File: src/rtl/cpu_pkg.sv
// Shared encodings for the multicycle CPU control path: states, opcodes and
// datapath select codes used by the main control FSM.
package cpu_pkg;

  typedef enum logic [3:0] {
    S_FETCH  = 4'd0,
    S_DECODE = 4'd1,
    S_ADDR   = 4'd2,
    S_MEMRD  = 4'd3,
    S_LDWB   = 4'd4,
    S_MEMWR  = 4'd5,
    S_EXEC   = 4'd6,
    S_BRANCH = 4'd7,
    S_ALUWB  = 4'd8,
    S_JUMP   = 4'd9,
    S_TRAP   = 4'd10
  } state_t;

  localparam logic [5:0] OP_RTYPE = 6'b000000;
  localparam logic [5:0] OP_ADDI  = 6'b000001;
  localparam logic [5:0] OP_LW    = 6'b000100;
  localparam logic [5:0] OP_SW    = 6'b000101;
  localparam logic [5:0] OP_J     = 6'b000110;
  localparam logic [5:0] OP_BGT   = 6'b001000;
  localparam logic [5:0] OP_BLT   = 6'b001001;
  localparam logic [5:0] OP_BEQ   = 6'b001010;
  localparam logic [5:0] OP_BNE   = 6'b001011;

  localparam logic [1:0] SRCB_REG  = 2'b00;
  localparam logic [1:0] SRCB_FOUR = 2'b01;
  localparam logic [1:0] SRCB_IMM  = 2'b10;
  localparam logic [1:0] SRCB_BOFF = 2'b11;

  localparam logic [1:0] ALU_ADD   = 2'b00;
  localparam logic [1:0] ALU_SUB   = 2'b01;
  localparam logic [1:0] ALU_FUNCT = 2'b10;

  localparam logic [1:0] PC_ALU    = 2'b00;
  localparam logic [1:0] PC_BRANCH = 2'b01;
  localparam logic [1:0] PC_JUMP   = 2'b10;

  function automatic logic is_branch(input logic [5:0] op);
    return (op == OP_BGT) || (op == OP_BLT) || (op == OP_BEQ) || (op == OP_BNE);
  endfunction

endpackage

File: src/rtl/mem_wait_timer.sv
// Counts consecutive memReady-low cycles in a memory-wait state and flags a
// timeout on the cycle that would be the MEM_WAIT_MAX-th such cycle.
module mem_wait_timer #(
  parameter int MEM_WAIT_MAX = 15
) (
  input  logic clk,
  input  logic reset,
  input  logic i_wait_state,
  input  logic i_mem_ready,
  output logic o_timeout
);

  localparam int CW = $clog2(MEM_WAIT_MAX + 1);
  localparam logic [CW-1:0] LAST = CW'(MEM_WAIT_MAX - 1);

  logic [CW-1:0] r_count;

  // memReady in the final allowed cycle completes the access, so no timeout.
  assign o_timeout = i_wait_state && !i_mem_ready && (r_count == LAST);

  // Inside a wait state, the FSM leaves exactly when memReady is high or on
  // timeout, so those conditions stand in for "state changed".
  always_ff @(posedge clk) begin
    if (reset || !i_wait_state || i_mem_ready || o_timeout) begin
      r_count <= '0;
    end else begin
      r_count <= r_count + 1'b1;
    end
  end

endmodule

File: src/rtl/main_control_fsm.sv
// Multicycle CPU main control FSM with memory-wait timeout (busErr).
// Define ILLEGAL_OP_TRAP_EN to send illegal opcodes to a sticky TRAP state.
module main_control_fsm
  import cpu_pkg::*;
#(
  parameter int MEM_WAIT_MAX = 15
) (
  input  logic       clk,
  input  logic       reset,
  input  logic [5:0] opcode,
  input  logic       memReady,
  output logic [3:0] state,
  output logic       pcWriteUncond,
  output logic       irWrite,
  output logic       memRead,
  output logic       memWrite,
  output logic       regWrite,
  output logic [1:0] aluSrcB,
  output logic [1:0] aluOp,
  output logic [1:0] pcSource,
  output logic       busErr,
  output logic       trap
);

  state_t r_state;
  logic   r_bus_err;
  logic   w_wait_state;
  logic   w_timeout;

  assign w_wait_state = (r_state == S_FETCH) || (r_state == S_MEMRD) || (r_state == S_MEMWR);

  mem_wait_timer #(
    .MEM_WAIT_MAX(MEM_WAIT_MAX)
  ) u_wait_timer (
    .clk         (clk),
    .reset       (reset),
    .i_wait_state(w_wait_state),
    .i_mem_ready (memReady),
    .o_timeout   (w_timeout)
  );

  always_ff @(posedge clk) begin
    if (reset) begin
      r_state   <= S_FETCH;
      r_bus_err <= 1'b0;
    end else if (w_timeout) begin
      r_state   <= S_FETCH;
      r_bus_err <= 1'b1;
    end else begin
      case (r_state)
        S_FETCH:  if (memReady) r_state <= S_DECODE;
        S_DECODE: begin
          if (opcode == OP_LW || opcode == OP_SW)          r_state <= S_ADDR;
          else if (opcode == OP_RTYPE || opcode == OP_ADDI) r_state <= S_EXEC;
          else if (is_branch(opcode))                       r_state <= S_BRANCH;
          else if (opcode == OP_J)                          r_state <= S_JUMP;
          else begin
`ifdef ILLEGAL_OP_TRAP_EN
            r_state <= S_TRAP;
`else
            r_state <= S_FETCH;
`endif
          end
        end
        S_ADDR:   r_state <= (opcode == OP_LW) ? S_MEMRD : S_MEMWR;
        S_MEMRD:  if (memReady) r_state <= S_LDWB;
        S_MEMWR:  if (memReady) r_state <= S_FETCH;
        S_EXEC:   r_state <= S_ALUWB;
        S_TRAP:   r_state <= S_TRAP;
        default:  r_state <= S_FETCH;
      endcase
    end
  end

  always_comb begin
    pcWriteUncond = 1'b0;
    irWrite       = 1'b0;
    memRead       = 1'b0;
    memWrite      = 1'b0;
    regWrite      = 1'b0;
    aluSrcB       = SRCB_REG;
    aluOp         = ALU_ADD;
    pcSource      = PC_ALU;
    case (r_state)
      S_FETCH: begin
        memRead       = 1'b1;
        aluSrcB       = SRCB_FOUR;
        irWrite       = memReady;
        pcWriteUncond = memReady;
      end
      S_DECODE: aluSrcB  = SRCB_BOFF;
      S_ADDR:   aluSrcB  = SRCB_IMM;
      S_MEMRD:  memRead  = 1'b1;
      S_LDWB:   regWrite = 1'b1;
      S_MEMWR:  memWrite = 1'b1;
      S_EXEC: begin
        if (opcode == OP_RTYPE) aluOp = ALU_FUNCT;
        else                    aluSrcB = SRCB_IMM;
      end
      S_BRANCH: begin
        aluOp    = ALU_SUB;
        pcSource = PC_BRANCH;
      end
      S_ALUWB:  regWrite = 1'b1;
      S_JUMP: begin
        pcWriteUncond = 1'b1;
        pcSource      = PC_JUMP;
      end
      default: ;
    endcase
  end

  assign state  = r_state;
  assign busErr = r_bus_err;

`ifdef ILLEGAL_OP_TRAP_EN
  assign trap = (r_state == S_TRAP);
`else
  assign trap = 1'b0;
`endif

endmodule

File: config.mk
export PLATFORM = sky130hd
export DESIGN_NAME = main_control_fsm
export DESIGN_NICKNAME = d
export VERILOG_FILES = /design/src/rtl/cpu_pkg.sv /design/src/rtl/mem_wait_timer.sv /design/src/rtl/main_control_fsm.sv
export SDC_FILE = /design/constraint.sdc
export NUM_CORES = 1
export LEC_CHECK = 0
export CORE_UTILIZATION = 45
export DETAILED_ROUTE_END_ITERATION = 7
export PLACE_DENSITY = 0.92
export SYNTH_ARGS = -nofsm -noshare
export SYNTH_HDL_FRONTEND = slang
export SYNTH_SLANG_ARGS = --single-unit
File: constraint.sdc
create_clock -name clk -period 2 [get_ports clk]
set_input_delay 0.4 -clock clk [delete_from_list [all_inputs] [get_ports clk]]
set_output_delay 0.4 -clock clk [all_outputs]
set_load 0.05 [all_outputs]
Word level (Yosys, flattened, before mapping)
Index checks and enable logic that the tools add are counted.

Flip-flop bits (word level): 9. Bits of input ports: 9. Output and inout bits: 17.

$add $sub $neg: 1. Equal/unequal tests: 22. Multiplexer cells: 19. Reduce and logical (&&, ||, !) cells: 20.

Operator list (count): 2-to-1 mux 4 bit (7); case mux 4 bit (7 select lines) (1); equality test 6 x 4 -> 1 bit, second input constant (4); equality test 6 x 3 -> 1 bit, second input constant (3); equality test 4 x 3 -> 1 bit, second input constant (4); equality test 4 bit, second input constant (4); logical OR 1 bit (10); equality test 4 x 2 -> 1 bit, second input constant (2); case mux 2 bit (2 select lines) (2); case mux 2 bit (4 select lines) (1); equality test 6 x 1 -> 1 bit, second input constant (1); logical NOT 6 bit (1); != test 2 bit, second input constant (3); OR reduction 2 bit (3); adder 4 x 1 -> 4 bit, second input constant (1); equality test 4 x 1 -> 1 bit, second input constant (1); logical NOT 4 bit (1); 2-to-1 mux 1 bit (4); 2-to-1 mux 2 bit (2); 2-to-1 mux 3 bit (1); AND reduction 3 bit (1); logical AND 1 bit (2); logical NOT 1 bit (2); case mux 1 bit (2 select lines) (1).

Depth between registers and ports, before layout
Depth after elaboration: 8. Depth in mapped cells: 5. Mapped depth without buffers: 5.

By module
A second synthesis with hierarchy kept.

Cells, all modules: 87. Area, all modules: 683.2 µm².

Modules (own cells, without submodules): main_control_fsm (times used 1, cells each 69, area each 510.5 µm²); mem_wait_timer (times used 1, cells each 18, area each 172.7 µm²).

Worst setup path before layout
No wires, ideal clock.

Path type: register -> output. Start: register r_state[2] (netlist: state[2]). End: output aluOp[1]. Arrival: 2587 ps. Required time: 1600 ps. Path slack: -987 ps. Stages on the path, launching flop included: 4. Path buffers: 1. Path through: dfxtp_1 > buf_4 > nand2b_1 > nor4_1.

Cells in the longest elaborated chain, start to end: 2. Elaborated cells on any way between the ends: 3.

Ends and longest elaborated chain: start: declaration (line main_control_fsm.sv:25) `state_t r_state;`; start signal: assignment (line main_control_fsm.sv:65) `S_ADDR: r_state <= (opcode == OP_LW) ? S_MEMRD : S_MEMWR;`; equality test 4 x 3 -> 1 bit (line main_control_fsm.sv:84) `case (r_state)`; case mux 2 bit (2 select lines) (*) (line main_control_fsm.sv:84); end: declaration (line main_control_fsm.sv:19) `output logic [1:0] aluOp,`.

Mark *: on every way between the ends. The rest lies on a longest branch, timed or not.

Final worst setup path
Start: register r_state[0] (netlist: state[0]). End: output state[0].

RTL lines: end: declaration (line main_control_fsm.sv:12) `output logic [3:0] state,`.

No word-level cell between the ends.

==> results <==
-- power by group through the flow --
stage	clock, uW	combinational (uW)	sequential [uW]
2_1_floorplan	0	164	213
3_3_place_gp	0	274	208
3_5_place_dp	0	279	208
4_1_cts	149	284	205
5_1_grt	160	302	207
6_report	147	287	205
-- what timing repair did --
item	CTS	global route
endpoints found under the hold margin	0	0
gates cloned	0	0
gates resized for setup	7	7
pin swaps	3	5
endpoints found under the setup margin	3	2
-- layer usage --
metal,GRT usage,vias up,share of wire
met4,0.0500,0,0.0041
met2,0.431,30,0.51
met3,0.100,2,0.047
met5,0,-,0
li1,-,350,-
met1,0.343,356,0.44
-- cell families (layout without fill, tap and decap cells) --
logic type / Yosys count / count (layout) / synth area share
simple gates: 40 / 40 / 0.338
compound gates: 18 / 18 / 0.208
buf+inv: 11 / 40 / 0.0954
flops: 9 / 9 / 0.275
xor+xnor: 3 / 3 / 0.0401
fa+ha+maj: 2 / 2 / 0.0382
other cells: 1 / 1 / 0.00572
-- area by class of cell --
cell class / count / share of cell area
multi-input cells: 64 / 0.442
repair buffers: 32 / 0.339
flip-flops and latches: 9 / 0.166
clock buffers: 4 / 0.0232
well taps: 15 / 0.0166
inverters: 4 / 0.0133
-- worst min path at each step --
stage | slack, ns | end
floorplan | 0.43 | u_wait_timer.r_count[0]$_SDFF_PP0_
global placement | 0.43 | busErr$_SDFFE_PP0P_
detailed placement | 0.45 | busErr$_SDFFE_PP0P_
CTS | 0.46 | busErr$_SDFFE_PP0P_
global route | 0.48 | busErr$_SDFFE_PP0P_
finish | 0.46 | busErr$_SDFFE_PP0P_
-- registers in the layout (all words and copies together) (netlist names) --
signal / cells
u_wait_timer.r_count: 4
busErr: 1
state: 4
-- metrics by stage --
stage	instance area, um^2	hold slack, ns	setup slack, ns	setup TNS [ns]	power, uW
final	1130	0.456	0.0591	0	639
after global routing	1130	0.479	0.0119	0	668
after CTS	1110	0.459	0.0334	0	639
after detailed placement	1070	0.450	-0.117	-0.151	488
after global placement	1070	0.433	-0.0355	-0.0355	482
after floorplan	719	0.430	-0.0272	-0.0580	377
-- placed cells by master, fill, tap and decap left out, drive strengths merged, types with 2 or more instances in the layout --
master	instances
nor4	3
a31oi	3
dfxtp	9
xnor2	2
a21boi	2
clkbuf	4
nor3	6
dlymetal6s2s	2
clkdlybuf4s50	6
nor2	13
a21oi	4
inv	4
dlygate4sd2	2
and3	3
nand2	4
nand2b	6
ha	2
buf	22
==> impl_metrics.yaml <==
cts:
  clk_pin_slew_ns: 0.06
  cts_tree: "built"
  clockRootBuffer: "clkbuf_4"
  clock_sinks: 9
  postCtsHoldBufs: 0
  cts_buffer_depth: 2
  clk_latency_ns: 0.27
  post_cts_buffers: 0
  h-tree-depth: 1
  numCtsBuffers: 3
placed_design:
  dp_hpwl_um: 1420
  port_buffers: 24
  post-place-cells: 124
  gp_congestion: 0.904
finish:
  n_antenna_cell: 0
  postLayoutCoreUtil: 0.849
  area.growth.synth_to_final_pct: 72.7
  multi_input_area_um2: 500
  nets: 125
  drive_gt1_frac: 0.434
  sequential_cell_area_um2: 188
  num-fill-cells: 68
  final_cells: 128
power_and_ir_drop:
  swShare: 0.383
  comb_power_share: 0.450
  pwr-share-seq: 0.321
  vdd_drop_max_mv: 0.407
  internal_power_uw: 394
  leakagePower_uw: 0.000457
  power_frac_clock: 0.230
  power_density_nw_per_um2: 564
  switchingPower_uw: 245
sta:
  layout_min_cycle_time_ns: 1.94
  tightest_slew_ns: 0.500
  fin_skew_ns: 0.00113
  rsz0062_at_grt: "false"
  fmax_mhz: 515
  finalSetupViolations: 0
  min_period_over_period: 0.970
  relSlewSlack: 0.666
  slew_violations: 0
  hold_violations: 0
critical_path:
  max_stage_delay_ns: 0.84
  r2r_cells: 4
  endpoint_kind: "primary output"
  required_ns: 1.60
  cp_slowest_cell: "clkdlybuf4s50_1"
  arrival_ns: 1.54
  rr_startpoint: "state[2]$_SDFFE_PP0P_"
  worstSetupPathType: "flip-flop to primary output"
  cp_cell_sequence: "clkdlybuf4s50_1"
  r2r_slack_ns: 0.55
  r2r-end: "state[0]$_SDFFE_PP0P_"
  critical_path_buf_inv_count: 1
  path_delay_family: "buffers and inverters"
  cp-startpoint: "state[0]$_SDFFE_PP0P_"
  cp_num_cells: 1
  crit_path_max_fanout: 9
  critPathLaunchType: "flip-flop"
  crit_end: "state[0]"
global_route:
  grt_pass1_vias: 589
  gr-usage-all-layers: 0.268
  grt_overflow: 0
  antenna_found_initial: 0
  grt_first_pass_wirelength_um: 2800
  grt_max_degree: 13
floorplan:
  die_area_um2: 1610
  placementRows: 13
  die_h_um: 40.2
  floorplan.initialDensity: 0.492
  fp.dieW_um: 40.2
  ios: 26
  coreArea_um2: 1330
worst_hold_path:
  hold_path.class: "flip-flop to flip-flop"
  min_path_cells: 2
  min_from: "busErr$_SDFFE_PP0P_"
yosys:
  synth.ff_latch_count: 9
  synthCells: 84
  synth-edff-count: 0
  synth_cell_type_count: 33
  synth.most_common_cell: "nor2_1"
  syn_area_per_cell_um2: 7.81
  syn_area_um2: 656
  ys.flop_type: "dfxtp_1"
  ys_warn_count: 0
  synth_area_leaders: "dfxtp_1 (27%), nor2_1 (7.4%), nand2b_1 (5.7%)"
  synth.top_cell.area_share: 0.275
  yosysSeqAreaShare: 0.275
  syn_nets: 95
  yosys-top-cells-count: "nor2_1 (13), dfxtp_1 (9), nand2b_1 (6), nor3_1 (6)"
  synth_top_area_cell: "dfxtp_1"
  async_reset_ff_frac: 0
route:
  viasPerCell: 5.77
  first_pass_iters: 4
  wire_per_inst_um: 15.2
  drc: 0
  vias: 738
  wl_um: 1940
  dr.first_iter.drc_count: 31
  antenna_left: 0
outcome:
  status: "finished, final reports clean"
run:
  maxCapViolations: 0
(Power assumes the default switching activity.)
